`src/rtl/alu_issue_ctrl.sv`:
```
// alu_issue_ctrl: multi-cycle issue/writeback controller for the datapath ALU.
// Takes 16-bit instructions in register or immediate form over a valid/ready
// handshake, reads operands from a 16x16 register file, drives the ALU for one
// cycle, and then writes back the result and the 5-bit status register.
//
// Ports:
//   clk, reset          rising-edge clock, synchronous active-high reset
//   instr_valid/instr   instruction word offered by the producer
//   instr_ready         high only in IDLE (decoded from the state register)
//   alu_a/alu_b         registered ALU operands (Rdest value, Rsrc value or imm)
//   alu_opcode          registered ALU opcode
//   alu_cin             carry-in, psr[3]
//   alu_c/alu_flags     combinational ALU result and flags {Z,C,O,L,N}
//   psr                 status register, same bit order as alu_flags
//   done/illegal        one-cycle retire / reject pulses
//   dbg_addr/dbg_data   combinational register file read port
module alu_issue_ctrl #(
  parameter int NREGS = 16,
  parameter int WIDTH = 16
) (
  input  logic             clk,
  input  logic             reset,
  input  logic             instr_valid,
  input  logic [15:0]      instr,
  output logic             instr_ready,
  output logic [WIDTH-1:0] alu_a,
  output logic [WIDTH-1:0] alu_b,
  output logic [3:0]       alu_opcode,
  output logic             alu_cin,
  input  logic [WIDTH-1:0] alu_c,
  input  logic [4:0]       alu_flags,
  output logic [4:0]       psr,
  output logic             done,
  output logic             illegal,
  input  logic [3:0]       dbg_addr,
  output logic [WIDTH-1:0] dbg_data
);

  typedef enum logic [1:0] {IDLE, DECODE, EXEC, WB} state_t;

  typedef enum logic [3:0] {
    OP_AND  = 4'b0001,
    OP_OR   = 4'b0010,
    OP_XOR  = 4'b0011,
    OP_ADD  = 4'b0101,
    OP_ADDU = 4'b0110,
    OP_ADDC = 4'b0111,
    OP_SUB  = 4'b1001,
    OP_SUBC = 4'b1010,
    OP_CMP  = 4'b1011,
    OP_MOV  = 4'b1101
  } op_t;

  state_t           state;
  logic [15:0]      instr_q;
  logic [3:0]       op_q;
  logic [3:0]       rd_q;
  logic [WIDTH-1:0] opb_q;
  logic [WIDTH-1:0] res_q;
  logic [4:0]       flags_q;
  logic [WIDTH-1:0] regs [NREGS];

  // The signed-arithmetic ops are exactly the ones that sign-extend their
  // immediate and load the ALU flags into psr.
  function automatic logic arith_signed(input logic [3:0] op);
    case (op)
      OP_ADD, OP_ADDC, OP_SUB, OP_SUBC, OP_CMP: arith_signed = 1'b1;
      default:                                  arith_signed = 1'b0;
    endcase
  endfunction

  logic             reg_form;
  logic [3:0]       dec_op;
  logic [3:0]       dec_rd;
  logic [3:0]       dec_rs;
  logic             dec_legal;
  logic [WIDTH-1:0] dec_b;

  always_comb begin
    reg_form = (instr_q[15:12] == 4'b0000);
    dec_op   = reg_form ? instr_q[7:4] : instr_q[15:12];
    dec_rd   = instr_q[11:8];
    dec_rs   = instr_q[3:0];
    case (dec_op)
      OP_AND, OP_OR, OP_XOR, OP_ADD, OP_ADDU, OP_ADDC,
      OP_SUB, OP_SUBC, OP_CMP, OP_MOV: dec_legal = 1'b1;
      default:                         dec_legal = 1'b0;
    endcase
    if (reg_form)
      dec_b = regs[dec_rs];
    else if (arith_signed(dec_op))
      dec_b = {{(WIDTH-8){instr_q[7]}}, instr_q[7:0]};
    else
      dec_b = {{(WIDTH-8){1'b0}}, instr_q[7:0]};
  end

  always_ff @(posedge clk) begin
    if (reset) begin
      state      <= IDLE;
      done       <= 1'b0;
      illegal    <= 1'b0;
      alu_a      <= '0;
      alu_b      <= '0;
      alu_opcode <= '0;
      psr        <= '0;
      instr_q    <= '0;
      op_q       <= '0;
      rd_q       <= '0;
      opb_q      <= '0;
      res_q      <= '0;
      flags_q    <= '0;
      for (int unsigned i = 0; i < NREGS; i++) regs[i] <= '0;
    end else begin
      done    <= 1'b0;
      illegal <= 1'b0;
      case (state)
        IDLE: begin
          if (instr_valid) begin
            instr_q <= instr;
            state   <= DECODE;
          end
        end
        DECODE: begin
          if (!dec_legal) begin
            illegal <= 1'b1;
            state   <= IDLE;
          end else begin
            op_q       <= dec_op;
            rd_q       <= dec_rd;
            opb_q      <= dec_b;
            alu_a      <= regs[dec_rd];
            alu_b      <= dec_b;
            alu_opcode <= dec_op;
            state      <= EXEC;
          end
        end
        EXEC: begin
          res_q   <= alu_c;
          flags_q <= alu_flags;
          state   <= WB;
        end
        WB: begin
          // MOV takes operand B straight from decode, not from the ALU.
          if (op_q != OP_CMP)
            regs[rd_q] <= (op_q == OP_MOV) ? opb_q : res_q;
          if (arith_signed(op_q))
            psr <= flags_q;
          done  <= 1'b1;
          state <= IDLE;
        end
        default: state <= IDLE;
      endcase
    end
  end

  assign instr_ready = (state == IDLE);
  assign alu_cin     = psr[3];
  assign dbg_data    = regs[dbg_addr];

endmodule
```
`config.mk`:
```
export PLATFORM = sky130hd
export DESIGN_NAME = alu_issue_ctrl
export DESIGN_NICKNAME = d
export VERILOG_FILES = /design/src/rtl/alu_issue_ctrl.sv
export SDC_FILE = /design/constraint.sdc
export NUM_CORES = 1
export LEC_CHECK = 0
export BUFFER_PORTS_ARGS = -buffer_cell sky130_fd_sc_hd__buf_2
export CORE_MARGIN = 4
export CORE_UTILIZATION = 55
export DETAILED_ROUTE_END_ITERATION = 16
export GPL_TIMING_DRIVEN = 0
export PLACE_DENSITY = 0.76
export SKIP_CTS_REPAIR_TIMING = 1
export SLEW_MARGIN = 30
export SYNTH_ARGS = -nofsm -noshare
export SYNTH_HDL_FRONTEND = slang
export SYNTH_SLANG_ARGS = --single-unit
```
`constraint.sdc`:
```
create_clock -name clk -period 2.1 [get_ports clk]
set_clock_uncertainty 0.1 [all_clocks]
set_input_delay 0.21 -clock clk [delete_from_list [all_inputs] [get_ports clk]]
set_output_delay 0.21 -clock clk [all_outputs]
set_load 0.01 [all_outputs]
```
Word level (Yosys, flattened, before mapping)
Memory sizes are Yosys's and may differ from the RTL's. A register that Yosys moved wholly into a read port is not among the register bits.
Index checks and enable logic that the tools add are counted.
{"block": "totals", "in_bits": 44, "regBits": 70, "elab_cells": 63, "mem_bits_rw": 256, "rom_bits": 16, "n_memories": 2}
{"memory": "regs", "depth": 16, "word_bits": 16, "rd": 3, "rd_clocked_by_memory_dff": 2, "write_ports": 16, "line": "61", "text": "logic [WIDTH-1:0] regs [NREGS];"}
{"memory": "(no name shown)", "depth": 16, "word_bits": 1, "rd": 1, "rd_clocked_by_memory_dff": 0, "write_ports": 0, "line": "84", "text": "case (dec_op)"}
{"block": "classes", "n_reduce_logical": 9, "bitwise": 1, "eq_ne": 16, "mux": 25}
{"cell": "2-to-1 mux 16 bit", "count": 4}
{"cell": "== test 4 bit (second input constant)", "count": 7}
{"cell": "== test 4 x 3 -> 1 bit (second input constant)", "count": 4}
{"cell": "2-to-1 mux 4 bit", "count": 4}
{"cell": "OR reduction 16 bit", "count": 1}
{"cell": "2-to-1 mux 1 bit", "count": 14}
{"cell": "OR reduction 5 bit", "count": 2}
{"cell": "one-hot mux 2 bit (4 select lines)", "count": 1}
{"cell": "AND reduction 2 bit", "count": 3}
{"cell": "== test 2 bit (second input constant)", "count": 2}
{"cell": "zero test 4 bit", "count": 1}
{"cell": "2-to-1 mux 2 bit", "count": 2}
{"cell": "inequality test 4 bit (second input constant)", "count": 1}
{"cell": "== test 2 x 1 -> 1 bit (second input constant)", "count": 1}
{"cell": "zero test 2 bit", "count": 1}
{"cell": "inequality test 2 bit (second input constant)", "count": 1}
{"cell": "OR reduction 2 bit", "count": 1}
{"cell": "inverter 1 bit", "count": 1}

Logic depth before layout (Yosys ltp)
{"block": "depth", "depth_word": 8, "depth_mapped": 8, "mapped_depth_nobuf": 5}

Worst setup path before layout
OpenSTA, ideal clock, no wires.
{"block": "synth_timing", "path_type": "reg-to-reg", "from": "register op_q[2]", "to": "memory regs[1][0] (enable)", "period_less_slack_ps": 2151, "arrival_time_ps": 1676, "required_time_ps": 1625, "setup_time_ps": 375, "stages_incl_launch_ff": 6, "path_slack_ps": -51, "cell_sequence": "dfxtp_1 > and4b_1 > nor3_2 > buf_2 > nand3_1 > nand2b_1"}
{"item": "from (decl)", "line": "56", "text": "logic [3:0] op_q;"}
{"item": "from (signal assigned)", "line": "128", "text": "op_q <= dec_op;"}
{"item": "to (decl)", "line": "61"}

Final worst setup path
{"block": "layout_timing", "from": "input dbg_addr[1]", "to": "output dbg_data[4]"}
{"block": "layout_between", "elab_chain_len": 1}
{"item": "from (decl)", "line": "35", "text": "input logic [3:0] dbg_addr,"}
{"item": "memory read (16 x 16 bit)"}
{"item": "to (decl)", "line": "36", "text": "output logic [WIDTH-1:0] dbg_data"}
No other way between the ends.

==> flow_metrics.py <==
metrics = {
    "die": {
        "rows": 66,
        "dieArea_sq_um": 36610,
        "fp.dieH_um": 191.3,
        "start_util_pct": 56.24,
        "ios": 105,
        "chipWidth_um": 191.3,
        "core_area_sq_um": 32870,
    },
    "synth": {
        "synth_edf_count": 256,
        "synthCells": 1419,
        "synth-compound-area-share_pct": 6.085,
        "syn_avg_cell_area_sq_um": 13.03,
        "synth.area.top_cells": "edfxtp_1, mux4_2, dfxtp_1, nor2_1, mux2i_1",
        "ys_async_sr_fraction_pct": 0,
        "synth-seq-area-share_pct": 51.33,
        "yosys.area_share.adder_pct": 0,
        "synth.distinct_cells": 52,
        "yosys_warnings": 0,
        "synth_top_family_by_area": "multiplexers",
        "ys_ff_latch": 346,
        "yosysTopAreaCell": "edfxtp_1",
        "ys.flop_type": "edfxtp_1",
        "synthMuxAreaShare_pct": 26.71,
        "synth.top_cell.area_share_pct": 41.59,
        "synth_xor_area_share_pct": 0,
        "synth_fp_nets": 1463,
        "synth_simple_gate_area_share_pct": 11.96,
        "synthesis.area_sq_um": 18490,
    },
    "drt": {
        "drc": 0,
        "via_per_inst": 7.263,
        "drt-wirelength-per-cell_um": 32.59,
        "antenna_left": 0,
        "first_iter_violations": 2982,
        "first_pass_iters": 6,
        "vias": 16030,
        "routed_wirelength_um": 71920,
    },
    "status": {
        "violations": "negative setup slack",
        "status": "finished with violations",
    },
    "final_layout": {
        "final_common_cell": "nor2_1",
        "drive_gt1_share_pct": 41.30,
        "diodes": 0,
        "utilization_pct": 72.81,
        "fin_nets": 1782,
        "areaGrowthSynthToFinish_pct": 29.46,
        "final_cell_mix": "nor2_1, edfxtp_1, mux4_2, nand2_1, buf_4",
        "fin_cells": 2207,
        "nFillCells": 1928,
    },
    "sta": {
        "fin_ws_ns": -0.4621,
        "slew_violations": 0,
        "min_period_ns": 2.562,
        "max_slew.worst_pin.slew_ns": 0.8674,
        "setup_tns_ns": -101.95,
        "clock.fmax_mhz": 390.3,
        "rsz0062_at_grt": "yes",
        "fin_crit_sh_pct": 122.0,
        "finalSetupViolations": 528,
        "relSlewSlack_pct": 42.05,
        "hold_viol_final": 0,
    },
    "power_and_ir_drop": {
        "irDropWorstVdd_mv": 0.4560,
        "p_per_area_nw_per_um2": 734.5,
        "p_leak_nw": 8.463,
        "power_mw": 17.58,
    },
    "cts": {
        "clock_sinks": 346,
        "clockBufferDepth": 3,
        "cts_tree": "built",
        "cts-buffers-inserted": 37,
        "clock_latency_ns": 0.54,
        "h-tree-depth": 2,
        "clk_pin_slew_ns": 0.06,
        "clockRootBuffer": "clkbuf_16",
    },
    "critical_path": {
        "crit_chain": "clkbuf_2, clkbuf_2, mux4_2, mux4_2, buf_6",
        "cp_max_fo": 10,
        "slowest_delay_ns": 0.55,
        "endpoint_kind": "output pin",
        "crit_arrival_ns": 2.25,
        "r2r_setup_slack_ns": -0.45,
        "crit_slowest_cell": "clkbuf_2",
        "crit_type": "input pin to output pin",
        "cp_data_required_time_ns": 1.79,
        "setup.worst_path.start_class": "input pin",
    },
    "grt": {
        "antenna_found_initial": 6,
        "overflow": 0,
        "grt_use_met2_pct": 50.71,
        "grt_pass1_vias": 13714,
        "use_met3_pct": 11.72,
        "grtUsageMet1_pct": 41.56,
        "grt_pass1_wl_um": 86750,
        "grt-busiest-layer": "met2",
        "groute.usage.overall_pct": 32.12,
        "grt_start_max_net_pins": 17,
    },
    "min_path": {
        "hp-class": "flop to flop",
    },
    "placement": {
        "io_buffer_count": 100,
        "place.detailed.hpwl_um": 43150,
        "gp_congestion": 0.9963,
        "dp.cells": 1961,
    },
    "job": {
        "cap_viol_max_count": 0,
    },
}
-- routing by layer --
metal	wire (um)	vias up
li1	-	6061
met1	21570	7612
met2	32440	1850
met3	12200	501
met4	5663	6
met5	53	-
-- layout make-up --
class	instances	area, sq um	share of cell area [%]
multi-input cells	951	9100	38.03
clock buffers	50	1052	4.397
well taps	442	553.0	2.311
plain buffers	127	1081	4.517
repair buffers	274	2474	10.34
clock inverters	16	158.9	0.6640
inverters	1	3.754	0.01569
flip-flops and latches	346	9508	39.73
-- kinds of logic after synthesis --
logic type | after synthesis
AO/OA/AOI/OAI | 168
multiplexers | 253
AND/OR/NAND/NOR | 523
flip-flops | 346
buffers and inverters | 129
-- flip-flops by register name, indices dropped and copies added, names as in the netlist, named ones only --
| signal | count |
|---|---|
| alu_a | 16 |
| opb_q | 16 |
| done | 1 |
| illegal | 1 |
| res_q | 16 |
| op_q | 4 |
| flags_q | 5 |
| instr_q | 16 |
| psr | 5 |
| regs | 256 |
| rd_q | 4 |
| state | 1 |
-- power breakdown --
part           switching, mW  leakage (nW)  internal, mW
registers              0.286          3.38          7.59
logic                   1.62          4.49          1.34
clock network           2.84         0.591          3.90
-- path summary, 6_finish.rpt --
check,startpoint,to,cells past startpoint
setup / recovery,dbg_addr[1],dbg_data[4],5
hold / removal,alu_a[4],alu_a[4],2
setup reg to reg,flop,regs[14][6],9
hold reg to reg,alu_a[4],alu_a[4],2
-- per-stage QoR --
stage	hold slack (ns)	setup WS, ns	area [sq um]
final	0.3534	-0.4621	23930
after detailed placement	0.3439	-0.8783	19580
after global routing	0.3861	-0.4633	23930
after floorplan	0.2460	0.05353	18520
after global placement	0.3412	-0.9030	19570
after CTS	-0.1815	-0.8979	20790
-- Yosys cell counts, types with 3 or more instances --
library cell	number
a211oi_1	11
o21ai_1	6
a21oi_1	63
a22oi_1	56
clkbuf_1	46
nand2b_1	18
buf_6	12
edfxtp_1	256
nand2_1	144
nor3_1	3
nand3_1	12
nor2b_1	9
a311oi_1	7
o21ai_0	7
nor2_1	310
mux4_2	192
buf_1	17
dfxtp_1	90
o221a_2	5
a21o_1	3
buf_4	19
and2_1	4
nor4b_2	6
buf_2	31
mux2i_1	59
-- worst max-delay path: cells and delay by family --
kind	cells	cell delay [ns]
buf+inv	3	1.04
mux	2	0.99
(Power assumes the default switching activity.)
